[src/rtl/alu_op_scheduler.sv]
// Arbitrates two requesters onto one shared ALU; round-robin unless ALU_SCHED_FIXED_PRIO_EN selects strict req0 priority.
// Latency: accept at T -> rsp_valid at T+ALU_LAT+1. Backpressure: response held until rsp_ready; no accepts while busy.
module alu_op_scheduler #(
    parameter int WIDTH   = 16,
    parameter int ALU_LAT = 2
) (
    input  logic             clk,
    input  logic             rst_n,
    input  logic             req0_valid,
    output logic             req0_ready,
    input  logic [3:0]       req0_sel,
    input  logic [WIDTH-1:0] req0_a,
    input  logic [WIDTH-1:0] req0_b,
    input  logic             req1_valid,
    output logic             req1_ready,
    input  logic [3:0]       req1_sel,
    input  logic [WIDTH-1:0] req1_a,
    input  logic [WIDTH-1:0] req1_b,
    output logic [3:0]       alu_sel,
    output logic [WIDTH-1:0] alu_a,
    output logic [WIDTH-1:0] alu_b,
    input  logic [WIDTH-1:0] alu_res,
    input  logic             alu_cout,
    output logic             rsp_valid,
    input  logic             rsp_ready,
    output logic             rsp_id,
    output logic [WIDTH-1:0] rsp_res,
    output logic             rsp_cout,
    output logic             busy
);

    localparam logic [1:0] ST_IDLE = 2'd0;
    localparam logic [1:0] ST_EXEC = 2'd1;
    localparam logic [1:0] ST_RESP = 2'd2;
    localparam logic [3:0] LAT_INIT = 4'(ALU_LAT - 1);

    logic [1:0]       state_q, state_d;
    logic [3:0]       lat_cnt_q, lat_cnt_d;
    logic             last_grant_q, last_grant_d;
    logic [3:0]       alu_sel_q, alu_sel_d;
    logic [WIDTH-1:0] alu_a_q, alu_a_d;
    logic [WIDTH-1:0] alu_b_q, alu_b_d;
    logic             rsp_valid_q, rsp_valid_d;
    logic             rsp_id_q, rsp_id_d;
    logic [WIDTH-1:0] rsp_res_q, rsp_res_d;
    logic             rsp_cout_q, rsp_cout_d;

    logic grant1;
    logic is_idle;
    logic accept;

`ifdef ALU_SCHED_FIXED_PRIO_EN
    assign grant1 = req1_valid && !req0_valid;
`else
    // On a tie, the requester that did not win last time goes next.
    assign grant1 = req1_valid && (!req0_valid || !last_grant_q);
`endif

    assign is_idle    = (state_q == ST_IDLE);
    assign accept     = is_idle && (req0_valid || req1_valid);
    // Gated by rst_n so nothing is handshaken while reset is held.
    assign req0_ready = rst_n && is_idle && req0_valid && !grant1;
    assign req1_ready = rst_n && is_idle && grant1;

    always_comb begin
        state_d      = state_q;
        lat_cnt_d    = lat_cnt_q;
        last_grant_d = last_grant_q;
        alu_sel_d    = alu_sel_q;
        alu_a_d      = alu_a_q;
        alu_b_d      = alu_b_q;
        rsp_valid_d  = rsp_valid_q;
        rsp_id_d     = rsp_id_q;
        rsp_res_d    = rsp_res_q;
        rsp_cout_d   = rsp_cout_q;
        case (state_q)
            ST_IDLE: begin
                if (accept) begin
                    alu_sel_d    = grant1 ? req1_sel : req0_sel;
                    alu_a_d      = grant1 ? req1_a : req0_a;
                    alu_b_d      = grant1 ? req1_b : req0_b;
                    rsp_id_d     = grant1;
                    last_grant_d = grant1;
                    lat_cnt_d    = LAT_INIT;
                    state_d      = ST_EXEC;
                end
            end
            ST_EXEC: begin
                if (lat_cnt_q == 4'd0) begin
                    rsp_res_d   = alu_res;
                    rsp_cout_d  = alu_cout;
                    rsp_valid_d = 1'b1;
                    state_d     = ST_RESP;
                end else begin
                    lat_cnt_d = lat_cnt_q - 4'd1;
                end
            end
            ST_RESP: begin
                if (rsp_ready) begin
                    rsp_valid_d = 1'b0;
                    state_d     = ST_IDLE;
                end
            end
            default: state_d = ST_IDLE;
        endcase
    end

    always_ff @(posedge clk) begin
        if (!rst_n) begin
            state_q      <= ST_IDLE;
            lat_cnt_q    <= 4'd0;
            last_grant_q <= 1'b1;
            alu_sel_q    <= 4'd0;
            alu_a_q      <= '0;
            alu_b_q      <= '0;
            rsp_valid_q  <= 1'b0;
            rsp_id_q     <= 1'b0;
            rsp_res_q    <= '0;
            rsp_cout_q   <= 1'b0;
        end else begin
            state_q      <= state_d;
            lat_cnt_q    <= lat_cnt_d;
            last_grant_q <= last_grant_d;
            alu_sel_q    <= alu_sel_d;
            alu_a_q      <= alu_a_d;
            alu_b_q      <= alu_b_d;
            rsp_valid_q  <= rsp_valid_d;
            rsp_id_q     <= rsp_id_d;
            rsp_res_q    <= rsp_res_d;
            rsp_cout_q   <= rsp_cout_d;
        end
    end

    assign alu_sel   = alu_sel_q;
    assign alu_a     = alu_a_q;
    assign alu_b     = alu_b_q;
    assign rsp_valid = rsp_valid_q;
    assign rsp_id    = rsp_id_q;
    assign rsp_res   = rsp_res_q;
    assign rsp_cout  = rsp_cout_q;
    assign busy      = !is_idle;

endmodule

[config.mk]
export PLATFORM = sky130hd
export DESIGN_NAME = alu_op_scheduler
export DESIGN_NICKNAME = d
export VERILOG_FILES = /design/src/rtl/alu_op_scheduler.sv
export SDC_FILE = /design/constraint.sdc
export NUM_CORES = 1
export LEC_CHECK = 0
export ABC_AREA = 1
export CORE_ASPECT_RATIO = 1.4
export CORE_UTILIZATION = 37
export CTS_CLUSTER_SIZE = 14
export DETAILED_ROUTE_END_ITERATION = 7
export PLACE_DENSITY_LB_ADDON = 0.1
export SLEW_MARGIN = 20
export SYNTH_ARGS = -nofsm -noshare
export SYNTH_HDL_FRONTEND = slang
export SYNTH_SLANG_ARGS = --single-unit
[constraint.sdc]
create_clock -name clk -period 1.8 [get_ports clk]
set_clock_uncertainty 0.05 [all_clocks]
set_input_delay 0.36 -clock clk [delete_from_list [all_inputs] [get_ports clk]]
set_output_delay 0.36 -clock clk [all_outputs]
set_load 0.05 [all_outputs]
-- Word-level counts from Yosys, hierarchy flattened
Cells that the tools add are included.
- register bits: 62
- logic and storage cells: 51
- add/sub/neg operators: 1
- eq/ne operators: 6
- muxes and demuxes: 13
- reductions and logical operators: 21
- operators with widths (cell ; count):
    16-bit two-way mux ; 2
    4-bit two-way mux ; 3
    3-bit AND reduction ; 3
    4-bit case mux with 2 select lines ; 1
    1-bit logical AND ; 6
    2-bit two-way mux ; 3
    2-bit != test (second input constant) ; 3
    2-bit case mux with 3 select lines ; 1
    1-bit logical NOT ; 4
    4-bit logical NOT ; 1
    2-bit AND reduction ; 2
    2-bit nonzero test ; 2
    4-bit by 1-bit subtractor with 4-bit output (second input constant) ; 1
    2-bit by 1-bit equality test with 1-bit output (second input constant) ; 1
    2-bit equality test (second input constant) ; 1
    2-bit logical NOT ; 1
    1-bit logical OR ; 2
    1-bit two-way mux ; 2
    2-bit by 1-bit != test with 1-bit output (second input constant) ; 1
    1-bit case mux with 2 select lines ; 1

-- Logic depth before layout (Yosys ltp)
Gate-level depths: netlist of the first run.
- depth after elaboration: 5
- depth in mapped cells: 8
- gate-level depth less buffers: 8

-- Worst setup path after synthesis of the first run
Ideal clock, no wire load.
- path type: in2out
- start: input port req0_valid
- end: output port req1_ready
- arrival: 1.608 ns
- setup slack: -0.218 ns
- stages on the path: 7
- buffers on the path: 2
- path through: nand2_1 > nand2_2 > inv_2 > buf_2 > buf_4 > nand2_1 > nor2_1
- word-level cells in the longest chain between the ends: 4
- ends and longest elaborated chain (item ; RTL line ; source):
    start, declared ; 9 ; input logic req0_valid,
    1-bit logical NOT ; 56 ; assign grant1 = req1_valid && (!req0_valid || !last_grant_q);
    1-bit logical OR ; 56 ;
    1-bit logical AND ; 56 ;
    1-bit logical AND ; 63 ; assign req1_ready = rst_n && is_idle && grant1;
    end, declared ; 15 ; output logic req1_ready,
No other way between the ends.

-- Worst setup path after layout of the first run
- start: register state_q[0]
- end: output port req0_ready
- word-level cells in the longest chain between the ends: 4
- ends and longest elaborated chain (item ; RTL line ; source):
    start, declared ; 37 ; logic [1:0] state_q, state_d;
    start signal, assigned ; 121 ; state_q <= state_d;
    2-bit logical NOT ; 59 ; assign is_idle = (state_q == ST_IDLE);
    1-bit logical AND (3 in a row) ; 62 ; assign req0_ready = rst_n && is_idle && req0_valid && !grant1;
    end, declared ; 10 ; output logic req0_ready,
No other way between the ends.

==> results of run 1 <==
==> cell type report <==
| class | count | area [µm²] |
|---|---|---|
| well taps | 72 | 90.1 |
| clock inverters | 3 | 65.1 |
| flip-flops and latches | 62 | 1240 |
| repair buffers | 163 | 1530 |
| fillers | 583 | 2130 |
| clock buffers | 13 | 169 |
| multi-input cells | 238 | 1090 |
| inverters | 8 | 33.8 |
==> cell usage in the layout (no fill, tap or decap), drive strengths merged <==
master and instances:
dfxtp 62, dlymetal6s2s 2, nor2 80, nor3 1
o21ai 91, bufinv 2, inv 7, nand2 47
and2 1, a21oi 7, nand3 8, or2 1
clkinvlp 1, dlygate4sd2 1, buf 70, clkinv 1
ha 2, clkdlybuf4s50 90, clkbuf 13
==> power groups by stage <==
stage / clock (mW) / combinational (mW) / sequential, mW
finish: 1.41 / 1.98 / 1.74
global route: 1.51 / 2.12 / 1.77
CTS: 1.45 / 1.99 / 1.74
detailed placement: 0 / 1.99 / 1.77
global placement: 0 / 1.97 / 1.76
floorplan: 0 / 0.548 / 2.48
==> critical path, delay by kind of cell, from the launching register on <==
family | cells | cell delay [ns]
AND/OR/NAND/NOR | 3 | 0.44
flip-flops | 1 | 0.33
buffers and inverters | 1 | 0.15
==> how the worst min path moves through the flow <==
stage / slack (ns) / startpoint / end / depth (start not counted)
finish: 0.38 / rst_n / last_grant_q / 3
floorplan: 0.38 / last_grant_q / last_grant_q / 2
global placement: 0.39 / alu_b[4] / alu_b[4] / 2
CTS: 0.41 / alu_b[13] / alu_b[13] / 2
detailed placement: 0.40 / alu_b[13] / alu_b[13] / 2
global route: 0.39 / rst_n / last_grant_q / 3
==> sequential cells by signal, indices dropped and copies added, names as in the netlist <==
signal,flops
alu_a,16
alu_b,16
alu_sel,4
last_grant_q,1
lat_cnt_q,4
rsp_cout,1
rsp_id,1
rsp_res,16
rsp_valid,1
state_q,2
==> kinds of logic (layout without fill, tap and decap cells) <==
| family | after synthesis | count (layout) | share of synthesized area [%] |
|---|---|---|---|
| simple gates | 138 | 138 | 22.4 |
| buf+inv | 27 | 187 | 6.02 |
| fa+ha+maj | 2 | 2 | 1.01 |
| flops | 62 | 62 | 50.2 |
| compound gates | 98 | 98 | 20.3 |
==> routing by layer <==
| layer | share of wire [%] | track usage [%] |
|---|---|---|
| met5 | 0 | 0 |
| met1 | 39 | 22.5 |
| met4 | 2.1 | 10.9 |
| met2 | 51 | 36.2 |
| met3 | 7.9 | 6.75 |
==> stage by stage <==
step	cell area, µm²	setup TNS [ns]	worst slack (ns)
after floorplan	2480	-0.00444	-0.00444
after global placement	3970	-0.0113	-0.0113
after detailed placement	3970	-0.281	-0.0687
after CTS	4200	0	0.0145
after global routing	4210	0	0.00426
final	4210	0	0.138
==> what timing repair did <==
item	4_1_cts	5_1_grt
gates resized for setup	1	5
endpoints found under the setup margin	1	3
pin swaps	0	3
cloned	0	0
==> flow_summary.toml, run 1 <==
[status]
outcome = "complete, no violations"

[placement]
dp_hpwl_mm = 4.97
gp_congestion = 0.726
dp_cells = 543
numPortBuffers = 151

[synthesis]
synth_top_cells_by_count = "nor2_1 (77), o21ai_0 (63), dfxtp_1 (62)"
yosysSeqAreaShare_pct = 50.2
synth_ff_type = "dfxtp_1"
synthCells = 327
yosys.area.top_type = "dfxtp_1"
ys.warnings.count = 0
yosysMostFrequentCell = "nor2_1"
synth_edf_count = 0
avgSynthCellArea_um2 = 7.56
ys_types = 23
netlist_area_um2 = 2470
synth_top_area_share_pct = 50.2
async_reset_ff_share_pct = 0
ys_ff_latch = 62
synth.area.top_cells = "dfxtp_1 (50%), o21ai_0 (13%), nor2_1 (12%)"
synth_fp_nets = 423

[floorplanning]
num_io_pins = 152
die-height_um = 98.7
die_x_um = 71.1
dieArea_um2 = 7010
rows = 34
core_um2 = 6340
initial_core_util_pct = 39.0

[global_routing]
overflow = 0
grt_max_degree = 39
track_usage_pct = 20.9
antenna_found_initial = 0
first_global_vias = 2619
grt_first_pass_wirelength_mm = 11.5

[sta]
hold_ws_ns = 0.385
worst_slew_pin_slew_ns = 0.362
post-route-min-period_ns = 1.66
grt_setup_unrepaired = "no"
hold_viol = 0
relSlewSlack_pct = 75.9
finalCritPeriodShare_pct = 92.3
timing.fmax_mhz = 602
setup_violations = 0
timing.final.max_slew_violations = 0

[clock_network]
clk_path_buf_depth = 2
postCtsSetupBuffers = 0
cts_sinks = 62
root_buffer = "clkbuf_8"
cts_made_buffers = 9
ctsHtreeMaxLevel = 3
path_clk_slew_ns = 0.07
ctsHoldBuffers = 0
cts_tree = "yes"
clock_latency_ns = 0.33

[routing]
drt_iter0_markers = 116
vias = 2683
ant_nets = 0
drc = 0
totalWireLength_mm = 6.85
dr.pass1.iters = 6
wl_per_cell_um = 12.2
viasPerCell = 4.80

[power_and_ir_drop]
ir_drop_v = 0.000699
p_per_area_nw_per_um2 = 1220
clkPwrFrac_pct = 27.5
p_seq_share_pct = 33.9
p_int_mw = 3.21
switching_power_mw = 1.92
combinationalPowerShare_pct = 38.5
power_mw = 5.13
p_leak_nw = 1.77
swShare_pct = 37.4

[final_layout]
synthToLayoutAreaGrowth_pct = 70.5
drive_gt1_share_pct = 19.7
final_net_count = 578
insertedDiodeCount = 0
final_cell_count_no_fill = 559
final_core_util_pct = 66.5

[critical_path]
endpoint_kind = "primary output"
startpoint = "state_q[0]"
critPathMaxFanout = 4
crit_end = "req0_ready"
max_stage_delay_ns = 0.33
crit_slowest_cell = "dfxtp_1"
reg2reg_depth = 6
rrSetupSlack_ns = 0.32
worstPathArrival_ns = 1.25
worst_setup_path_start_kind = "flip-flop"
worst-endpoint-required_ns = 1.39
r2r-end = "rsp_res[13]"
critical_path.cell_chain = "nor2_4 > nand3_1 > nor2_2 > buf_12"
crit_type = "reg2out"
timing.rr.start = "lat_cnt_q[0]"

[min_path]
hp-class = "in2reg"

[job]
maxCapViolCount = 0
(Power assumes the default switching activity.)
==> run 2: changes to the inputs <==
--- a/config.mk
+++ b/config.mk
@@ -6,10 +6,10 @@
 export NUM_CORES = 1
 export LEC_CHECK = 0
 export ABC_AREA = 1
-export CORE_ASPECT_RATIO = 1.4
+export CORE_ASPECT_RATIO = 0.5
 export CORE_UTILIZATION = 37
-export CTS_CLUSTER_SIZE = 14
 export DETAILED_ROUTE_END_ITERATION = 7
+export MAX_ROUTING_LAYER = met4
 export PLACE_DENSITY_LB_ADDON = 0.1
 export SLEW_MARGIN = 20
 export SYNTH_ARGS = -nofsm -noshare
==> run 2 against run 1 <==
  * Register-to-register slack got worse by 0.14 ns
  * Via count increased by 1.2%
  * Highest routed layer unchanged
  * Largest power group unchanged
  * Cell area increased by 2.7%
  * Global-route usage increased by 1.5 points
  * Cell count increased by 3.6%
  * Worst hold slack improved by 0.022 ns
==> flow_summary.toml, run 2 (synthesized netlist as in run 1, its figures left out) <==
[clock_network]
ctsHoldBuffers = 0
ctsHtreeMaxLevel = 3
root_buffer = "clkbuf_16"
cts_tree = "yes"
cts_sinks = 62
cts_made_buffers = 9
path_clk_slew_ns = 0.05
clock_latency_ns = 0.32
clk_path_buf_depth = 2

[floorplanning]
initial_core_util_pct = 39.5
num_io_pins = 152
die_x_um = 118
dieArea_um2 = 7030
rows = 20
die-height_um = 59.8
core_um2 = 6260

[critical_path]
critPathMaxFanout = 2
endpoint_kind = "primary output"
worst_setup_path_start_kind = "primary input"
crit_slowest_cell = "clkdlybuf4s50_1"
critical_path.cell_chain = "clkdlybuf4s50_1 > buf_4 > nand3_1 > nor2_2 > buf_12"
worst-endpoint-required_ns = 1.39
reg2reg_depth = 6
crit_cells = 5
worstPathArrival_ns = 1.34
crit_type = "in2out"
crit_buf_inv = 3
crit_family = "buffers and inverters"
max_stage_delay_ns = 0.47

[power_and_ir_drop]
p_int_mw = 3.57
swShare_pct = 35.7
p_per_area_nw_per_um2 = 1280
ir_drop_v = 0.000549
p_seq_share_pct = 31.6
switching_power_mw = 1.98
p_leak_nw = 1.80
power_mw = 5.55
combinationalPowerShare_pct = 36.0
clkPwrFrac_pct = 32.5

[final_layout]
final_cell_mix = "clkdlybuf4s50_1 (92), nor2_1 (75), buf_4 (70), o21ai_0 (63), dfxtp_1 (62)"
insertedDiodeCount = 0
final_net_count = 582
final_cell_count_no_fill = 579
synthToLayoutAreaGrowth_pct = 75.1
final_common_cell = "clkdlybuf4s50_1"
final_core_util_pct = 69.2
drive_gt1_share_pct = 20.2

[sta]
hold_viol = 0
grt_setup_unrepaired = "no"
fin_ws_ns = 0.0476
setup_violations = 0
finalCritPeriodShare_pct = 97.4
post-route-min-period_ns = 1.75
timing.fmax_mhz = 571
timing.final.max_slew_violations = 0
relSlewSlack_pct = 70.9
worst_slew_pin_slew_ns = 0.433

[routing]
viasPerCell = 4.69
totalWireLength_mm = 7.38
drc = 0
ant_nets = 0
dr.pass1.iters = 4
vias = 2716
drt_iter0_markers = 112
wl_per_cell_um = 12.7

[global_routing]
antenna_found_initial = 0
track_usage_pct = 22.4
grt_first_pass_wirelength_mm = 11.9
grt_max_degree = 37
overflow = 0
first_global_vias = 2674

[placement]
dp_hpwl_mm = 5.52
dp_cells = 562
dp_slack_ns = -0.0831
numPortBuffers = 151
gp_congestion = 0.751

[status]
outcome = "complete, no violations"

[job]
maxCapViolCount = 0

[min_path]
min_path_cells = 2
hp-class = "reg2reg"
[run 2: routing by layer]
| metal | wire length, µm | track usage (%) |
|---|---|---|
| met2 | 3760 | 42.6 |
| met1 | 3050 | 22.5 |
| met3 | 474 | 8.40 |
| met5 | 0 | - |
| met4 | 87 | 5.49 |
[run 2: power by group through the flow]
stage	clock [mW]	sequential (mW)	combinational (mW)
final	1.80	1.75	2.00
after global routing	1.91	1.78	2.13
after CTS	1.84	1.75	2.01
after detailed placement	0	1.77	2.00
after global placement	0	1.76	1.96
after floorplan	0	2.48	0.548
[run 2: cell type report]
type,count,area (µm²)
Multi-Input combinational cell,238,1090
Inverter,8,30.0
Sequential cell,62,1240
Fill cell,517,1930
Clock buffer,12,246
Clock inverter,4,70.1
Tap cell,88,110
Timing Repair Buffer,167,1540
[run 2: final timing paths]
kind,to,slack (ns),from
worst min register to register,alu_a[7],0.41,alu_a[7]
worst min-delay path,alu_a[7],0.41,alu_a[7]
worst max register to register,rsp_res[8],0.18,lat_cnt_q[0]
worst max-delay path,req0_ready,0.05,req0_valid
[run 2: worst register-to-register path, cell delays in order (launching register included)]
cell and delay (ns):
dfxtp_1 0.35, inv_1 0.09, ha_1 0.21, nand3_1 0.12, clkinv_1 0.37, nor2_1 0.25, nor2_1 0.07
[run 2: through the flow]
step                      hold WS [ns]  cell area (µm²)  TNS (ns)
final                            0.407             4330         0
after global routing             0.434             4330         0
after CTS                        0.410             4320         0
after detailed placement         0.402             4000     -1.68
after global placement           0.393             4000    -0.148
after floorplan                  0.379             2480  -0.00444
[run 2: repair_timing]
item / 4_1_cts / 5_1_grt
setup endpoints to repair: 1 / 1
gates cloned: 0 / 0
pin swaps: 2 / 1
endpoints found under the hold margin: 0 / 0
buffers inserted: 1 / 0
resized for setup: 1 / 3
==> run 3: changes to the inputs <==
--- a/config.mk
+++ b/config.mk
@@ -9,6 +9,7 @@
 export CORE_ASPECT_RATIO = 0.5
 export CORE_UTILIZATION = 37
 export DETAILED_ROUTE_END_ITERATION = 7
+export GPL_TIMING_DRIVEN = 1
 export MAX_ROUTING_LAYER = met4
 export PLACE_DENSITY_LB_ADDON = 0.1
 export SLEW_MARGIN = 20
==> results of run 3 <==
Final layout, timing and power as in run 2 (identical DEF).
